File: src/rtl/mips_mc_ctrl.sv
// Multicycle MIPS control unit: Moore sequencer with a combinational ALU
// decoder, a memory-ready handshake with a bounded wait, and a retire pulse.
module mips_mc_ctrl #(
  parameter int MEM_TIMEOUT = 16
) (
  input  logic       clk,
  input  logic       reset_n,
  input  logic [5:0] op,
  input  logic [5:0] funct,
  input  logic       zero,
  input  logic       mem_ready,
  output logic       iord,
  output logic       mem_write,
  output logic       ir_write,
  output logic       reg_write,
  output logic       reg_dst,
  output logic       mem_to_reg,
  output logic       alu_src_a,
  output logic [1:0] alu_src_b,
  output logic       ext_zero,
  output logic [2:0] alu_control,
  output logic [1:0] pc_src,
  output logic       pc_en,
  output logic [3:0] state,
  output logic       retire,
  output logic       illegal_op,
  output logic       mem_err
);

  localparam logic [3:0] FETCH = 4'd0, DECODE = 4'd1, MEMADR = 4'd2, MEMRD = 4'd3,
                         MEMWB = 4'd4, MEMWR = 4'd5, EXEC = 4'd6, ALUWB = 4'd7,
                         BRANCH = 4'd8, IEXEC = 4'd9, IWB = 4'd10, JUMP = 4'd11;

  localparam logic [5:0] OP_LW = 6'b100011, OP_SW = 6'b101011, OP_R = 6'b000000,
                         OP_BEQ = 6'b000100, OP_BNE = 6'b000101, OP_ADDI = 6'b001000,
                         OP_ANDI = 6'b001100, OP_ORI = 6'b001101, OP_SLTI = 6'b001010,
                         OP_J = 6'b000010;

  localparam logic [2:0] ALU_AND = 3'b000, ALU_OR = 3'b001, ALU_ADD = 3'b010,
                         ALU_SUB = 3'b110, ALU_SLT = 3'b111;

  // Counter only needs to reach MEM_TIMEOUT-1; a zero timeout never counts.
  localparam int CW = (MEM_TIMEOUT > 2) ? $clog2(MEM_TIMEOUT) : 1;
  localparam logic [CW-1:0] WAIT_LAST = (MEM_TIMEOUT > 0) ? CW'(MEM_TIMEOUT - 1) : '0;

  logic [3:0]    state_reg, state_next;
  logic [CW-1:0] wait_reg, wait_next;
  logic          wait_state, timeout, r_legal;

  assign state = state_reg;

  // Memory-wait bookkeeping shared by FETCH, MEMRD and MEMWR.
  always_comb begin
    wait_state = (state_reg == FETCH) || (state_reg == MEMRD) || (state_reg == MEMWR);
    timeout    = (MEM_TIMEOUT > 0) && wait_state && !mem_ready && (wait_reg == WAIT_LAST);
    r_legal    = (funct == 6'b100000) || (funct == 6'b100010) || (funct == 6'b100100) ||
                 (funct == 6'b100101) || (funct == 6'b101010);
  end

  // State and wait-counter registers; reset aborts straight to FETCH.
  always_ff @(posedge clk or negedge reset_n) begin
    if (!reset_n) begin
      state_reg <= FETCH;
      wait_reg  <= '0;
    end else begin
      state_reg <= state_next;
      wait_reg  <= wait_next;
    end
  end

  // Next-state and wait-counter logic.
  always_comb begin
    state_next = FETCH;
    case (state_reg)
      FETCH:  state_next = mem_ready ? DECODE : FETCH;
      DECODE: begin
        case (op)
          OP_LW, OP_SW:                      state_next = MEMADR;
          OP_R:                              state_next = r_legal ? EXEC : FETCH;
          OP_BEQ, OP_BNE:                    state_next = BRANCH;
          OP_ADDI, OP_ANDI, OP_ORI, OP_SLTI: state_next = IEXEC;
          OP_J:                              state_next = JUMP;
          default:                           state_next = FETCH;
        endcase
      end
      MEMADR: state_next = (op == OP_SW) ? MEMWR : MEMRD;
      MEMRD:  state_next = mem_ready ? MEMWB : MEMRD;
      MEMWR:  state_next = mem_ready ? FETCH : MEMWR;
      EXEC:   state_next = ALUWB;
      IEXEC:  state_next = IWB;
      default: state_next = FETCH;
    endcase
    if (timeout)
      state_next = FETCH;

    // A timeout in FETCH re-enters FETCH, so it must clear the counter too.
    wait_next = '0;
    if (wait_state && !mem_ready && !timeout && (state_next == state_reg) && (MEM_TIMEOUT > 0))
      wait_next = wait_reg + 1'b1;
  end

  // Per-state datapath controls; strobes are masked while reset is asserted.
  always_comb begin
    iord        = 1'b0;
    mem_write   = 1'b0;
    ir_write    = 1'b0;
    reg_write   = 1'b0;
    reg_dst     = 1'b0;
    mem_to_reg  = 1'b0;
    alu_src_a   = 1'b0;
    alu_src_b   = 2'b00;
    ext_zero    = 1'b0;
    alu_control = ALU_ADD;
    pc_src      = 2'b00;
    pc_en       = 1'b0;
    retire      = 1'b0;
    illegal_op  = 1'b0;
    mem_err     = timeout;
    case (state_reg)
      FETCH: begin
        alu_src_b = 2'b01;
        ir_write  = mem_ready;
        pc_en     = mem_ready;
      end
      DECODE: begin
        alu_src_b = 2'b11;
        case (op)
          OP_LW, OP_SW, OP_BEQ, OP_BNE, OP_ADDI, OP_ANDI, OP_ORI, OP_SLTI, OP_J: illegal_op = 1'b0;
          OP_R:    illegal_op = !r_legal;
          default: illegal_op = 1'b1;
        endcase
      end
      MEMADR: begin
        alu_src_a = 1'b1;
        alu_src_b = 2'b10;
      end
      MEMRD: iord = 1'b1;
      MEMWB: begin
        mem_to_reg = 1'b1;
        reg_write  = 1'b1;
        retire     = 1'b1;
      end
      MEMWR: begin
        iord      = 1'b1;
        mem_write = !timeout;
        retire    = mem_ready;
      end
      EXEC: begin
        alu_src_a = 1'b1;
        case (funct)
          6'b100010: alu_control = ALU_SUB;
          6'b100100: alu_control = ALU_AND;
          6'b100101: alu_control = ALU_OR;
          6'b101010: alu_control = ALU_SLT;
          default:   alu_control = ALU_ADD;
        endcase
      end
      ALUWB: begin
        reg_dst   = 1'b1;
        reg_write = 1'b1;
        retire    = 1'b1;
      end
      BRANCH: begin
        alu_src_a   = 1'b1;
        alu_control = ALU_SUB;
        pc_src      = 2'b01;
        pc_en       = (op == OP_BEQ) ? zero : !zero;
        retire      = 1'b1;
      end
      IEXEC: begin
        alu_src_a = 1'b1;
        alu_src_b = 2'b10;
        case (op)
          OP_ANDI: begin alu_control = ALU_AND; ext_zero = 1'b1; end
          OP_ORI:  begin alu_control = ALU_OR;  ext_zero = 1'b1; end
          OP_SLTI: alu_control = ALU_SLT;
          default: alu_control = ALU_ADD;
        endcase
      end
      IWB: begin
        reg_write = 1'b1;
        retire    = 1'b1;
      end
      JUMP: begin
        pc_src = 2'b10;
        pc_en  = 1'b1;
        retire = 1'b1;
      end
      default: ;
    endcase
    if (!reset_n) begin
      ir_write   = 1'b0;
      pc_en      = 1'b0;
      reg_write  = 1'b0;
      mem_write  = 1'b0;
      retire     = 1'b0;
      illegal_op = 1'b0;
      mem_err    = 1'b0;
    end
  end

endmodule

File: config.mk
export PLATFORM = sky130hd
export DESIGN_NAME = mips_mc_ctrl
export DESIGN_NICKNAME = d
export VERILOG_FILES = /design/src/rtl/mips_mc_ctrl.sv
export SDC_FILE = /design/constraint.sdc
export NUM_CORES = 1
export LEC_CHECK = 0
export BUFFER_PORTS_ARGS = -buffer_cell sky130_fd_sc_hd__buf_4
export CAP_MARGIN = 20
export CELL_PAD_IN_SITES_DETAIL_PLACEMENT = 1
export CELL_PAD_IN_SITES_GLOBAL_PLACEMENT = 1
export CORE_AREA = 2 2 56 58
export CTS_BUF_LIST = sky130_fd_sc_hd__clkbuf_4 sky130_fd_sc_hd__clkbuf_8
export DETAILED_ROUTE_END_ITERATION = 12
export DIE_AREA = 0 0 58 60
export PLACE_DENSITY = 0.84
export SYNTH_ARGS = -nofsm -noshare
export SYNTH_HDL_FRONTEND = slang
export SYNTH_SLANG_ARGS = --single-unit
File: constraint.sdc
create_clock -name clk -period 1.7 [get_ports clk]
set_input_delay 0 -clock clk [delete_from_list [all_inputs] [get_ports clk]]
set_output_delay 0 -clock clk [all_outputs]
set_load 0.05 [all_outputs]
==> results of run 1 <==
[worst max-delay path, stage by stage, from the launching register on]
cell and delay [ns]:
dfrtp_2 0.48, xor2_1 0.17, o21a_1 0.23, nor4_2 0.24
buf_4 0.22, nor3_4 0.05, buf_6 0.15
[routing by layer]
metal / GRT usage (%) / part of all wire, % / vias to the layer above
met5: 0 / 0 / -
met4: 3.99 / 1.8 / 0
met3: 3.25 / 4.3 / 8
met2: 46.8 / 53 / 64
met1: 27.7 / 40 / 691
li1: - / - / 593
[cell type report]
class | instances | area (µm²)
Sequential cell | 8 | 205
Fill cell | 315 | 996
Inverter | 6 | 22.5
Multi-Input combinational cell | 101 | 975
Tap cell | 33 | 41.3
Clock buffer | 4 | 30.0
Timing Repair Buffer | 71 | 633
[worst max path at each step]
stage                  start             end  slack, ns  cells after the start
floorplan           state[1]           pc_en      -0.20                      5
global placement    state[0]           pc_en       0.10                      5
detailed placement  state[1]  alu_control[2]       0.03                      6
CTS                 state[0]           pc_en      -0.07                      5
global route        state[2]       mem_write      -0.17                      6
finish              state[2]       mem_write      -0.10                      6
[logic make-up after synthesis]
kind of cell | after synthesis | synth area share (%)
AOI/OAI and AO/OA | 28 | 23.8
muxes | 3 | 3.51
xor gates and xnor gates | 4 | 3.78
DFF | 8 | 21.6
buffers and inverters | 15 | 6.21
adders and majority gates | 1 | 1.35
and+or+nand+nor | 65 | 39.8
[repair_timing]
item / in CTS / in global routing
endpoints found under the hold margin: 9 / 0
gates resized for setup: 17 / 24
hold buffers: 2 / 0
setup endpoints to repair: 10 / 11
setup buffers: 9 / 6
pin swaps: 4 / 7
[through the flow]
stage               setup slack [ns]  cells  hold WS [ns]  power, mW
finish                        -0.102    223         0.134       2.31
global route                  -0.175    223         0.133       2.40
CTS                          -0.0725    217        0.0975       2.08
detailed placement            0.0349    202        -0.141       1.71
global placement               0.103    202        -0.143       1.66
floorplan                     -0.199    124        -0.296       1.38
[power by group]
part           total, mW  leakage [nW]  internal (mW)  switching (mW)
logic               1.83         0.671          0.753            1.08
clock network      0.173        0.0184          0.106          0.0671
registers          0.307         0.102          0.244          0.0633
total               2.31         0.792           1.10            1.21
[cell usage after synthesis (3+ instances only)]
master    count  area [µm²]
nor2_1       15        56.3
dfrtp_1       8         200
clkbuf_1      7        26.3
nand2_1       7        26.3
inv_1         6        22.5
nand2b_1      6        37.5
nand3_1       6        30.0
nor3_1        6        30.0
a21oi_1       5        25.0
nor2b_1       5        31.3
nor4_1        5        31.3
o21ai_0       5        25.0
nand3b_1      3        22.5
==> out/metrics.csv, run 1 <==
stage,metric,value,unit
clock_network,path_clk_slew,0.06,ns
place,io_buffers,38,
worst_setup_path,r2r_cells,7,
floorplanning,die_area,3480,µm²
place,place_area,1560,µm²
route,wirelength,5190,µm
floorplanning,core.rowCount,20,
yosys,synth-edff-count,0,
yosys,synth_warnings,0,
cells_and_area,area_growth_syn_to_layout,106,%
yosys,ys_ff_latch,8,
timing,finalSetupTns,-0.473,ns
worst_setup_path,crit_fanout,6,
floorplanning,pin_count,39,
place,place_hpwl,2830,µm
cells_and_area,mostFrequentLayoutCells,"buf_4 (50), buf_6 (14), nor2_1 (9)",
job,drv_cap,0,
worst_setup_path,required,1.70,ns
timing,fin_ws,-0.102,ns
timing,finalCriticalPeriod,1.80,ns
timing,rsz0062_at_grt,yes,
power,powerDensity,1210,nW/µm²
worst_setup_path,reg2reg_from,state[2],
timing,fmax,555,MHz
floorplanning,start_util,31.9,%
clock_network,htree_num_levels,1,
power,peakVddDrop,1.13,mV
floorplanning,core-area,2900,µm²
timing,skew,0.0153,ns
grt,grt.overflow.total,0,
worst_setup_path,r2r_slack,-0.06,ns
grt,grt_pass1_wl,6340,µm
yosys,yosysSeqAreaShare,21.6,%
yosys,syn_area,927,µm²
worst_setup_path,timing.rr.end,state[2],
worst_setup_path,startpoint_type,flop,
yosys,async_flop_share,100,%
route,drc,0,
min_path,hold_path.class,in2async,
cells_and_area,final_core_util,65.7,%
clock_network,cts-root-buf,clkbuf_4,
timing,fin_crit_sh,106,%
yosys,ys_types,43,
cells_and_area,drive_gt1_share,62.1,%
yosys,synth_fp_nets,141,
cells_and_area,final_common_cell,buf_4,
yosys,avgSynthCellArea,7.48,µm²
timing,final-setup-viol-count,8,
clock_network,cts_tree,done,
route,drt-wirelength-per-cell,23.3,µm
timing,relSlewSlack,73.9,%
timing,finalHoldViolCount,0,
grt,grt_start_max_net_pins,16,
route,drtIter0Drc,70,
floorplanning,die_w,58,µm
yosys,syn_inst,124,
run_status,status,finished with violations,
cells_and_area,layout.nets,208,
clock_network,clock_latency,0.26,ns
route,ant_nets,0,
clock_network,clock_path_buffers,2,
worst_setup_path,crit_type,reg2out,
place,gp_congestion,0.873,
grt,track_usage,23.9,%
timing,maxSlewViolCount,0,
grt,grt_pass1_vias,1298,
route,first_pass_iters,4,
yosys,synth_ff_type,dfrtp_1,
cells_and_area,n_antenna_cell,0,
clock_network,numCtsBuffers,3,
floorplanning,die_y,60,µm
worst_setup_path,crit_arrival,1.80,ns
cells_and_area,final_area,1910,µm²
run_status,violations,setup timing,
route,vias,1356,
route,viasPerCell,6.08,
power,p_leak,0.792,nW
clock_network,cts_sinks,8,
grt,antenna_found_initial,0,
worst_setup_path,cp-end-kind,primary output,
timing,worst_slew_pin_slew,0.387,ns
Power figures use the tool's default switching activity.
==> inputs of run 2 (changes only) <==
==> constraint.sdc (replaced) <==
create_clock -name clk -period 1.96 [get_ports clk]
set_input_delay 0 -clock clk [delete_from_list [all_inputs] [get_ports clk]]
set_output_delay 0 -clock clk [all_outputs]
set_load 0.05 [all_outputs]
==> out/metrics.csv, run 2 (synthesis results as in run 1) <==
stage,metric,value,unit
run_status,status,"complete, no violations",
timing,holdWs,0.131,ns
timing,finalHoldViolCount,0,
timing,relSlewSlack,70.8,%
worst_setup_path,crit_type,reg2out,
floorplanning,pin_count,39,
power,p_total,1.56,mW
worst_setup_path,crit_slowest_cell,or4b_2,
job,drv_cap,0,
route,vias,1139,
cells_and_area,final_common_cell,buf_4,
cells_and_area,final_cells,203,
power,powerDensity,1030,nW/µm²
worst_setup_path,cpPeakStageDelay,0.69,ns
route,viasPerCell,5.61,
worst_setup_path,crit_arrival,1.90,ns
cells_and_area,multi_input_area,813,µm²
worst_setup_path,startpoint_type,flop,
clock_network,clock_path_buffers,2,
place,io_buffers,38,
clock_network,htree_num_levels,1,
timing,finalSetupTns,0,ns
floorplanning,core.rowCount,20,
worst_setup_path,required,1.96,ns
cells_and_area,fill_cells,344,
worst_setup_path,cp-end-kind,primary output,
place,gp_congestion,0.807,
floorplanning,die_y,60,µm
cells_and_area,area.sequential,205,µm²
grt,grt.overflow.total,0,
cells_and_area,mostFrequentLayoutCells,"buf_4 (46), nor2_1 (13), nand2_1 (7)",
timing,fin_crit_sh,96.9,%
route,drc,0,
timing,finalCriticalPeriod,1.90,ns
clock_network,cts_sinks,8,
route,drt-wirelength-per-cell,16.3,µm
floorplanning,die_area,3480,µm²
worst_setup_path,crit_family,simple AND/OR/NAND/NOR gates,
floorplanning,die_w,58,µm
timing,maxSlewViolCount,0,
worst_setup_path,crit_fanout,5,
power,peakVddDrop,0.740,mV
timing,worst_slew_pin_slew,0.439,ns
timing,fmax,526,MHz
power,p_leak,0.612,nW
clock_network,clock_latency,0.25,ns
grt,grt_pass1_vias,1082,
clock_network,path_clk_slew,0.05,ns
worst_setup_path,worstPathCellList,or4b_2 -> a21oi_2 -> a31oi_2 -> nor2b_4 -> buf_6,
floorplanning,core-area,2900,µm²
cells_and_area,n_antenna_cell,0,
floorplanning,start_util,31.9,%
min_path,hold_path.class,in2async,
timing,skew,0.000235,ns
grt,track_usage,19.5,%
clock_network,cts_tree,done,
route,first_pass_iters,4,
worst_setup_path,cp.buffers_inverters,1,
route,wirelength,3310,µm
grt,grt_start_max_net_pins,16,
place,place_hpwl,2520,µm
place,dp.cells,194,
grt,antenna_found_initial,0,
cells_and_area,drive_gt1_share,50.0,%
timing,final-setup-viol-count,0,
route,ant_nets,0,
clock_network,numCtsBuffers,3,
grt,grt_pass1_wl,5250,µm
route,drtIter0Drc,17,
cells_and_area,layout.nets,188,
clock_network,cts-root-buf,clkbuf_4,
cells_and_area,area_growth_syn_to_layout,63.0,%
==> run 2: cell count changes in the layout (fill, tap and decap cells not counted), sizes merged <==
| cell | change |
|---|---|
| buf | -20 |
==> run 2: path summary, 6_finish.rpt <==
kind / to / depth (start not counted) / slack (ns) / start
max reg2reg: state[0] / 4 / 0.25 / state[2]
max: pc_en / 5 / 0.06 / state[1]
max in group asynchronous: state[0] / 2 / 1.65 / reset_n
min reg2reg: wait_reg[0] / 1 / 0.47 / wait_reg[0]
min in group clk: state[1] / 4 / 0.14 / funct[0]
min: wait_reg[1] / 2 / 0.13 / reset_n
==> run 2: final cells by class <==
class / count / share of cell area [%]
well taps: 33 / 2.73
multi-input cells: 101 / 53.8
inverters: 6 / 1.49
clock buffers: 4 / 1.99
repair buffers: 51 / 26.4
flip-flops and latches: 8 / 13.6
==> run 2: routing by layer <==
metal / global-route usage, % / vias to the layer above / wire, µm
li1: - / 556 / -
met1: 26.1 / 548 / 1410
met2: 32.6 / 29 / 1710
met3: 1.95 / 6 / 127
met4: 7.31 / 0 / 63
met5: 0 / - / 0
==> run 2: report_power, final <==
group          total, mW  internal, mW  switching (mW)
Clock              0.149        0.0918          0.0569
Sequential         0.267         0.211          0.0556
Combinational       1.15         0.414           0.732
Total               1.56         0.717           0.845
==> run 2: stage by stage <==
step                      utilization, %  setup slack (ns)  instance area, µm²
final                               52.1            0.0605                1510
after detailed placement            48.5             0.229                1410
after floorplan                        -            -0.163                1060
after CTS                           50.9           0.00822                1480
after global placement              48.5             0.259                1410
after global routing                52.1          -0.00227                1510
==> run 2: worst reg2reg max path: cells and delay by family (launching register included) <==
family	cells	cell delay [ns]
AOI/OAI and AO/OA	2	0.57
buffers and inverters	1	0.21
DFF	1	0.46
and+or+nand+nor	1	0.36
==> run 2: timing repair <==
item,in CTS,in global routing
resized for setup,3,5
setup endpoints to repair,2,4
setup buffers,1,2
endpoints found under the hold margin,9,0
hold buffers,2,0
